<file path="config.mk">
export PLATFORM = sky130hd
export DESIGN_NAME = fifo_flex_flat
export DESIGN_NICKNAME = d
export VERILOG_FILES = /design/src/rtl/fifo_flex_if.sv /design/src/rtl/fifo_flex.sv /design/src/flat_wrapper.sv
export SDC_FILE = /design/constraint.sdc
export NUM_CORES = 1
export LEC_CHECK = 0
export CAP_MARGIN = 10
export CORE_MARGIN = 4
export CORE_UTILIZATION = 25
export CTS_CLUSTER_DIAMETER = 100
export DETAILED_ROUTE_END_ITERATION = 10
export GPL_ROUTABILITY_DRIVEN = 0
export SYNTH_ARGS = -nofsm -noshare
export SYNTH_HDL_FRONTEND = slang
export SYNTH_SLANG_ARGS = --single-unit
</file>
<file path="constraint.sdc">
create_clock -name clk -period 4.15 [get_ports clk]
set_clock_uncertainty 0.1 [all_clocks]
set_input_delay 0.6225 -clock clk [delete_from_list [all_inputs] [get_ports clk]]
set_output_delay 0.6225 -clock clk [all_outputs]
set_load 0.02 [all_outputs]
</file>
<file path="src/rtl/fifo_flex_if.sv">
// Handshake/status bundle for fifo_flex: producer/consumer side (master) and FIFO side (slave).
interface fifo_flex_if #(
    parameter int DATA_WIDTH = 8,
    parameter int DEPTH      = 16
);
    localparam int CW = $clog2(DEPTH + 1);

    logic                  flush;
    logic                  wr_en;
    logic [DATA_WIDTH-1:0] din;
    logic                  rd_en;
    logic [DATA_WIDTH-1:0] dout;
    logic                  full;
    logic                  empty;
    logic                  almost_full;
    logic                  almost_empty;
    logic [CW-1:0]         count;
    logic                  overflow;
    logic                  underflow;

    modport master (
        output flush, wr_en, din, rd_en,
        input  dout, full, empty, almost_full, almost_empty, count, overflow, underflow
    );

    modport slave (
        input  flush, wr_en, din, rd_en,
        output dout, full, empty, almost_full, almost_empty, count, overflow, underflow
    );
endinterface

</file>
<file path="src/rtl/fifo_flex.sv">
// Single-clock FIFO with arbitrary depth, standard or FWFT read, programmable
// almost-full/empty thresholds, write-while-full, flush and sticky error flags.
module fifo_flex #(
    parameter int DATA_WIDTH = 8,
    parameter int DEPTH      = 16,
    parameter int FWFT       = 0,
    parameter int AF_LEVEL   = 14,
    parameter int AE_LEVEL   = 2
) (
    input  logic        clk,
    input  logic        rst_,
    fifo_flex_if.slave  bus
);
    localparam int CW = $clog2(DEPTH + 1);
    localparam int PW = $clog2(DEPTH);
    localparam logic [PW-1:0] LAST = PW'(DEPTH - 1);

    logic [DATA_WIDTH-1:0] mem [DEPTH];
    logic [PW-1:0]         wr_ptr;
    logic [PW-1:0]         rd_ptr;
    logic [CW-1:0]         count_q;
    logic [DATA_WIDTH-1:0] dout_q;
    logic                  overflow_q;
    logic                  underflow_q;

    logic empty_w;
    logic full_w;
    logic rd_acc;
    logic wr_acc;

    assign empty_w = (count_q == '0);
    assign full_w  = (count_q == CW'(DEPTH));
    assign rd_acc  = bus.rd_en & ~empty_w;
    // A full FIFO still takes a write when the same cycle frees a slot.
    assign wr_acc  = bus.wr_en & (~full_w | rd_acc);

    always_ff @(posedge clk) begin
        // NOTE: sequential state uses non-blocking assignments so every register samples pre-edge values.
        if (!rst_) begin
            wr_ptr      <= '0;
            rd_ptr      <= '0;
            count_q     <= '0;
            dout_q      <= '0;
            overflow_q  <= 1'b0;
            underflow_q <= 1'b0;
        end else if (bus.flush) begin
            wr_ptr      <= '0;
            rd_ptr      <= '0;
            count_q     <= '0;
            overflow_q  <= 1'b0;
            underflow_q <= 1'b0;
        end else begin
            if (wr_acc) begin
                wr_ptr <= (wr_ptr == LAST) ? '0 : wr_ptr + PW'(1);
            end
            if (rd_acc) begin
                rd_ptr <= (rd_ptr == LAST) ? '0 : rd_ptr + PW'(1);
                dout_q <= mem[rd_ptr];
            end
            case ({wr_acc, rd_acc})
                2'b10:   count_q <= count_q + CW'(1);
                2'b01:   count_q <= count_q - CW'(1);
                default: count_q <= count_q;
            endcase
            if (bus.wr_en && !wr_acc) begin
                overflow_q <= 1'b1;
            end
            if (bus.rd_en && !rd_acc) begin
                underflow_q <= 1'b1;
            end
        end
    end

    // NOTE: storage is deliberately not reset; pointers and count alone decide which entries are valid.
    always_ff @(posedge clk) begin
        if (rst_ && !bus.flush && wr_acc) begin
            mem[wr_ptr] <= bus.din;
        end
    end

    assign bus.dout         = (FWFT != 0) ? (empty_w ? '0 : mem[rd_ptr]) : dout_q;
    assign bus.count        = count_q;
    assign bus.empty        = empty_w;
    assign bus.full         = full_w;
    assign bus.almost_full  = (count_q >= CW'(AF_LEVEL));
    assign bus.almost_empty = (count_q <= CW'(AE_LEVEL));
    assign bus.overflow     = overflow_q;
    assign bus.underflow    = underflow_q;
endmodule

</file>
<file path="src/flat_wrapper.sv">
// flat-port wrapper written by rule: the top's interface ports become plain ports
module fifo_flex_flat 
#(
    parameter int DATA_WIDTH = 8,
    parameter int DEPTH      = 16,
    parameter int FWFT       = 0,
    parameter int AF_LEVEL   = 14,
    parameter int AE_LEVEL   = 2
)
  (clk, rst_, bus_flush, bus_wr_en, bus_din, bus_rd_en, bus_dout, bus_full, bus_empty, bus_almost_full, bus_almost_empty, bus_count, bus_overflow, bus_underflow);
  fifo_flex_if #(.DATA_WIDTH(DATA_WIDTH), .DEPTH(DEPTH)) bus_i ();
  input  logic clk;
  input  logic rst_;
  input wire logic [$bits(bus_i.flush)-1:0] bus_flush;
  input wire logic [$bits(bus_i.wr_en)-1:0] bus_wr_en;
  input wire logic [$bits(bus_i.din)-1:0] bus_din;
  input wire logic [$bits(bus_i.rd_en)-1:0] bus_rd_en;
  output wire logic [$bits(bus_i.dout)-1:0] bus_dout;
  output wire logic [$bits(bus_i.full)-1:0] bus_full;
  output wire logic [$bits(bus_i.empty)-1:0] bus_empty;
  output wire logic [$bits(bus_i.almost_full)-1:0] bus_almost_full;
  output wire logic [$bits(bus_i.almost_empty)-1:0] bus_almost_empty;
  output wire logic [$bits(bus_i.count)-1:0] bus_count;
  output wire logic [$bits(bus_i.overflow)-1:0] bus_overflow;
  output wire logic [$bits(bus_i.underflow)-1:0] bus_underflow;
  assign bus_i.flush = bus_flush;
  assign bus_i.wr_en = bus_wr_en;
  assign bus_i.din = bus_din;
  assign bus_i.rd_en = bus_rd_en;
  assign bus_dout = bus_i.dout;
  assign bus_full = bus_i.full;
  assign bus_empty = bus_i.empty;
  assign bus_almost_full = bus_i.almost_full;
  assign bus_almost_empty = bus_i.almost_empty;
  assign bus_count = bus_i.count;
  assign bus_overflow = bus_i.overflow;
  assign bus_underflow = bus_i.underflow;
  fifo_flex #(.DATA_WIDTH(DATA_WIDTH), .DEPTH(DEPTH), .FWFT(FWFT), .AF_LEVEL(AF_LEVEL), .AE_LEVEL(AE_LEVEL)) u_core (.clk(clk), .rst_(rst_), .bus(bus_i));
endmodule
</file>
==> run metrics, run 1 <==
status complete, no violations; commonest non-fill, non-tap cell in the layout edfxtp_1; min Tclk post-route 3200 ps; Hold Slack 386 ps; largest net degree at the start of global routing 25; top-area cell type share of the netlist area 63.5%; Final Hold Fails 0; largest cells by area after synthesis edfxtp_1 63%, dfxtp_1 7.6%, mux4_2 6.0%, mux2i_1 5.5%, ha_1 1.9%; post-detailed-route wirelength per cell 17.0 um; starting DRC count in detailed routing 282; Clk Latency, worst-skew pair 420 ps; Hold Path Depth 2; reg2reg setup slack 950 ps; Port-buffer cells 31; ys flop type edfxtp_1; die footprint 26800 um^2; Slew Limit Fails 0; drt pass-1 iters 4; die height 164 um; DR vias/cell 4.41; RSZ-0062 raised after global routing false; clk slew on worst S/H paths 60 ps; VDD IR max 287 uV; drt total wl 12.8 mm; Post-synth ARST share 0%; Setup CP Type flip-flop to flip-flop; static leakage 0.00222 uW; total number of vias 3320; Worst EP arrival 3440 ps; Initial Utilization 25.6%; area of the mapped netlist 6050 um^2; total grt overflow 0; net switching power 663 uW; FMAX 313 MHz; post-synthesis mux area share 11.4%; Clock Tree Buf Depth 2; CP max FO 6; Reg2Reg Depth 11; YS warnings 0; clock root buffer clkbuf_16; post-placement cell count 721; die width 164 um; Core Rows 56; DP HPWL 8.75 mm; maxcap violations 0; Routed Antenna Nets 0; #FFs+latches synth 151; worst hold path class flip-flop to flip-flop; DRC Markers 0; worst r2r dst u_core.bus.count[4]; syn nets 404; Post-Synth XOR/XNOR Area 0.579%; core area 23700 um^2; final setup vio count 0; post-synthesis cell count 381; hold path start u_core.bus.underflow; Worst Max-Slew Pin Slew 996 ps; Critical Path RT 4390 ps; I/O Pins 32; GR Util All Layers 10.0%; Logic pwr share 3.9%; share of power burned in registers 51.3%; sw frac 20.4%; P per Cell Area 445 nW/um^2; most frequent cells in the layout 128 x edfxtp_1, 33 x mux2i_1, 31 x clkdlybuf4s50_1, 25 x nor2_1, 23 x nand2_1; first-pass GRT wire length 20.0 mm; Post-CTS Setup Repair Bufs 0; EDFF count, synth 128; final instance count without filler cells 753; biggest area consumer among synthesized cells edfxtp_1; Tcrit/Tclk final 77.0%; reg-to-reg startpoint u_core.bus.count[0]; share of cells above drive strength 1 13.4%; post-cts resize count 0; clock share of power 44.8%; Pint 2580 uW; fill cell count 2343; Final Power 3250 uW; Distinct cells, synth 41; Synth Area per Inst 15.9 um^2; Synth Area in Adders 2.19%; Relative slew margins 33.5%; startpoint type of the worst setup path flip-flop; Syn-to-layout area delta 20.4%; Worst Hold End u_core.bus.underflow; CTS tree yes; simple-gate share of the synthesized area 5.99%; n_diodes 0; post-layout util 30.8%; Nets 444; # hold bufs at CTS 0; vias in the first global route 3470; CTS buffer count 17; TNS Setup 0 ps; Seq/Total Area, Yosys 71.1%; Setup crit end kind flip-flop; largest family of logic cells by synthesized area multiplexers; Sinks on Clock Net 151; Max H-tree Level 4; initial antenna violation count 0; Compound-Gate Fraction of Synth Area 6.61%
[through the flow]
stage          cell area [um^2]  worst slack, ps
2_1_floorplan              6050             1200
5_1_grt                    7290              757
3_5_place_dp               6730              678
4_1_cts                    7290              964
6_report                   7290              953
3_3_place_gp               6730              795
[power groups by stage]
stage                     Sequential, uW  Combinational, uW  Clock [uW]
after floorplan                     1700               58.9           0
after global placement              1700                124           0
after detailed placement            1700                127           0
after CTS                           1670                128        1480
after global routing                1670                135        1540
final                               1670                126        1450
[cells by family after synthesis]
logic type / Yosys count
xor+xnor: 4
simple gates: 78
compound gates: 62
fa+ha+maj: 10
flops: 151
buf+inv: 27
mux: 49
[cell usage after synthesis, types with 2 or more instances]
| cell type | count |
|---|---|
| buf_4 | 3 |
| o21ai_0 | 10 |
| nor2_1 | 25 |
| nand3b_1 | 2 |
| nor3_1 | 8 |
| inv_1 | 8 |
| o22ai_1 | 16 |
| clkbuf_1 | 5 |
| dfxtp_1 | 23 |
| a21oi_1 | 10 |
| xor2_1 | 4 |
| ha_1 | 9 |
| buf_2 | 6 |
| nand2b_1 | 4 |
| edfxtp_1 | 128 |
| mux4_2 | 16 |
| mux2i_1 | 33 |
| o21a_1 | 3 |
| nor2b_1 | 4 |
| nand3_1 | 6 |
| inv_2 | 2 |
| nand2_1 | 23 |
| a31oi_1 | 8 |
| a211oi_1 | 8 |
[final cells by class]
| cell class | instances | area, um^2 | area share (%) |
|---|---|---|---|
| clock buffers | 18 | 429 | 5.89 |
| clock inverters | 14 | 134 | 1.84 |
| inverters | 10 | 37.5 | 0.515 |
| multi-input cells | 203 | 1620 | 22.2 |
| flip-flops and latches | 151 | 4310 | 59.1 |
| well taps | 319 | 399 | 5.48 |
| repair buffers | 38 | 363 | 4.98 |
[worst max path at each step]
stage / start / endpoint / slack [ps]
4_1_cts: u_core.bus.count[0] / u_core.bus.count[4] / 960
3_3_place_gp: bus_rd_en / u_core.bus.count[4] / 790
5_1_grt: u_core.bus.count[0] / u_core.bus.count[4] / 760
6_report: u_core.bus.count[0] / u_core.bus.count[4] / 950
2_1_floorplan: u_core.bus.count[0] / u_core.bus.count[4] / 1200
3_5_place_dp: bus_rd_en / u_core.bus.count[4] / 680
[layer usage]
layer | up-vias | GRT usage, % | wire length [um]
met5 | - | 0 | 0
met4 | 0 | 3.77 | 245
met3 | 18 | 2.62 | 567
met2 | 78 | 17.2 | 6630
met1 | 1663 | 12.1 | 5360
li1 | 1561 | - | -
[registers in the layout, indices dropped and copies added (netlist names)]
name and flops:
u_core.wr_ptr 4, u_core.mem 128, u_core.bus.count 5, u_core.bus.overflow 1, u_core.rd_ptr 4, u_core.bus.underflow 1, u_core.bus.dout 8
[worst max-delay path, stage by stage (launching register included)]
cell and delay (ps):
dfxtp_1 380, or4_4 600, o21a_1 280, inv_2 120, ha_1 250, inv_1 100, fa_1 380, nor2b_1 150
o21ai_0 120, nor4b_1 170, or3_1 330, a21oi_1 130
(Power assumes the default switching activity.)
==> run 2: changes to the inputs <==
==> constraint.sdc (replaced) <==
create_clock -name clk -period 3 [get_ports clk]
set_clock_uncertainty 0.1 [all_clocks]
set_input_delay 0.45 -clock clk [delete_from_list [all_inputs] [get_ports clk]]
set_output_delay 0.45 -clock clk [all_outputs]
set_load 0.02 [all_outputs]
==> run metrics, run 2 (synthesis gave the netlist of run 1 again) <==
Core Rows 56 (unchanged); P per Cell Area 625 nW/um^2 (was 445 nW/um^2); CTS buffer count 17 (unchanged); Setup crit end kind flip-flop (unchanged); drt total wl 12.9 mm (was 12.8 mm); Tcrit/Tclk final 96.8% (was 77.0%); CP max FO 6 (unchanged); Relative slew margins 53.5% (was 33.5%); Nets 468 (was 444); largest net degree at the start of global routing 17 (was 25); Sinks on Clock Net 151 (unchanged); VDD IR max 462 uV (was 287 uV); CP max stage delay 570 ps (was 600 ps); post-detailed-route wirelength per cell 16.6 um (was 17.0 um); first-pass GRT wire length 19.9 mm (was 20.0 mm); static leakage 0.00238 uW (was 0.00222 uW); Seq. cell area 4310 um^2 (about the same); drt pass-1 iters 4 (unchanged); share of cells above drive strength 1 19.7% (was 13.4%); Worst EP arrival 3160 ps (was 3440 ps); Clk Latency, worst-skew pair 420 ps (about the same); Clock Tree Buf Depth 2 (unchanged); total grt overflow 0 (unchanged); min Tclk post-route 2900 ps (was 3200 ps); DRC Markers 0 (unchanged); Place WS -4.18 ps (was 678 ps); initial antenna violation count 0 (unchanged); FMAX 344 MHz (was 313 MHz); final worst setup slack 95.6 ps (was 953 ps); DR vias/cell 4.38 (was 4.41); CTS tree yes (unchanged); die height 164 um (unchanged); status complete, no violations (unchanged); maxcap violations 0 (unchanged); most frequent cells in the layout 128 x edfxtp_1, 33 x mux2i_1, 31 x clkdlybuf4s50_1, 31 x buf_4, 25 x nor2_1 (was 128 x edfxtp_1, 33 x mux2i_1, 31 x clkdlybuf4s50_1, 25 x nor2_1, 23 x nand2_1); Top reg by flops u_core.mem (unchanged); Syn-to-layout area delta 24.7% (was 20.4%); commonest non-fill, non-tap cell in the layout edfxtp_1 (unchanged); n_diodes 0 (unchanged); Slew Limit Fails 0 (unchanged); Worst Max-Slew Pin Slew 697 ps (was 996 ps); Multi-input gate area 1640 um^2 (was 1620 um^2); Routed Antenna Nets 0 (unchanged); Final Power 4720 uW (was 3250 uW); DP HPWL 8.85 mm (was 8.75 mm); Critical Path RT 3250 ps (was 4390 ps); Setup CP Type flip-flop to flip-flop (unchanged); GR Util All Layers 9.95% (was 10.0%); core area 23700 um^2 (unchanged); dpl cell area 6900 um^2 (was 6730 um^2); max FFs per register 128 (unchanged); Max H-tree Level 4 (unchanged); worst hold path class flip-flop to flip-flop (unchanged); final instance area 7550 um^2 (was 7290 um^2); cells along the critical path or4_4 -> o21a_1 -> inv_2 -> ha_1 -> inv_1 -> fa_2 -> nor2b_2 -> o21ai_2 -> a211oi_1 -> o21ai_0 -> a21oi_1 (was or4_4 -> o21a_1 -> inv_2 -> ha_1 -> inv_1 -> fa_1 -> nor2b_1 -> o21ai_0 -> nor4b_1 -> or3_1 -> a21oi_1); Initial Utilization 25.6% (unchanged); slowest CP cell or4_4 (unchanged); total number of vias 3405 (was 3320); Final Hold Fails 0 (unchanged); die width 164 um (unchanged); startpoint type of the worst setup path flip-flop (unchanged); I/O Pins 32 (unchanged); vias in the first global route 3467 (was 3470); clk slew on worst S/H paths 60 ps (about the same); Port-buffer cells 31 (unchanged); CP delay by family, top compound AO/OA/AOI/OAI gates (was simple AND/OR/NAND/NOR gates); starting DRC count in detailed routing 258 (was 282); final setup vio count 0 (unchanged); # hold bufs at CTS 0 (unchanged); fill cell count 2368 (was 2343); die footprint 26800 um^2 (unchanged); worst path bufs/invs 2 (unchanged); Hold Slack 376 ps (was 386 ps); clock root buffer clkbuf_16 (unchanged)
run 2: worst reg2reg max path: cells and delay by family (launching register included):
family,cells,cell delay [ps]
compound gates,5,950
simple gates,2,730
fa+ha+maj,2,550
flops,1,350
buf+inv,2,150
run 2: worst paths after layout:
check	from	to	slack (ps)	depth (start not counted)
max reg2reg	u_core.bus.count[2]	u_core.bus.count[4]	100	11
min	u_core.bus.overflow	u_core.bus.overflow	380	1
max	u_core.bus.count[2]	u_core.bus.count[4]	100	11
min reg2reg	u_core.bus.overflow	u_core.bus.overflow	380	1
run 2: where the power goes:
part           switching (uW)  total, uW  internal, uW
sequential               10.5       2300          2290
clock                     834       2230          1400
combinational             111        192          80.5
run 2: cell type report:
cell class | count | share of cell area (%)
clock inverters | 15 | 2.68
clock buffers | 17 | 5.63
multi-input cells | 203 | 21.7
repair buffers | 62 | 7.19
inverters | 10 | 0.497
flip-flops and latches | 151 | 57.0
well taps | 319 | 5.29
run 2: what timing repair did:
item                       4_1_cts  5_1_grt
gates resized for setup          0        6
setup endpoints to repair        0        1
buffers inserted                 0        1
run 2: routing by layer:
metal	up-vias	GRT usage, %	share of wire (%)
met5	-	0	0
met4	0	4.04	2.0
met3	20	2.30	4.1
met2	64	16.7	51
met1	1708	12.4	43
li1	1613	-	-
run 2: stage by stage:
stage / util (%) / std cells / TNS, ps
final: 31.9 / 777 / 0
after global placement: 29.1 / 744 / 0
after CTS: 31.8 / 776 / 0
after global routing: 31.9 / 777 / -66.4
after detailed placement: 29.1 / 744 / -4.18
after floorplan: - / 381 / 0
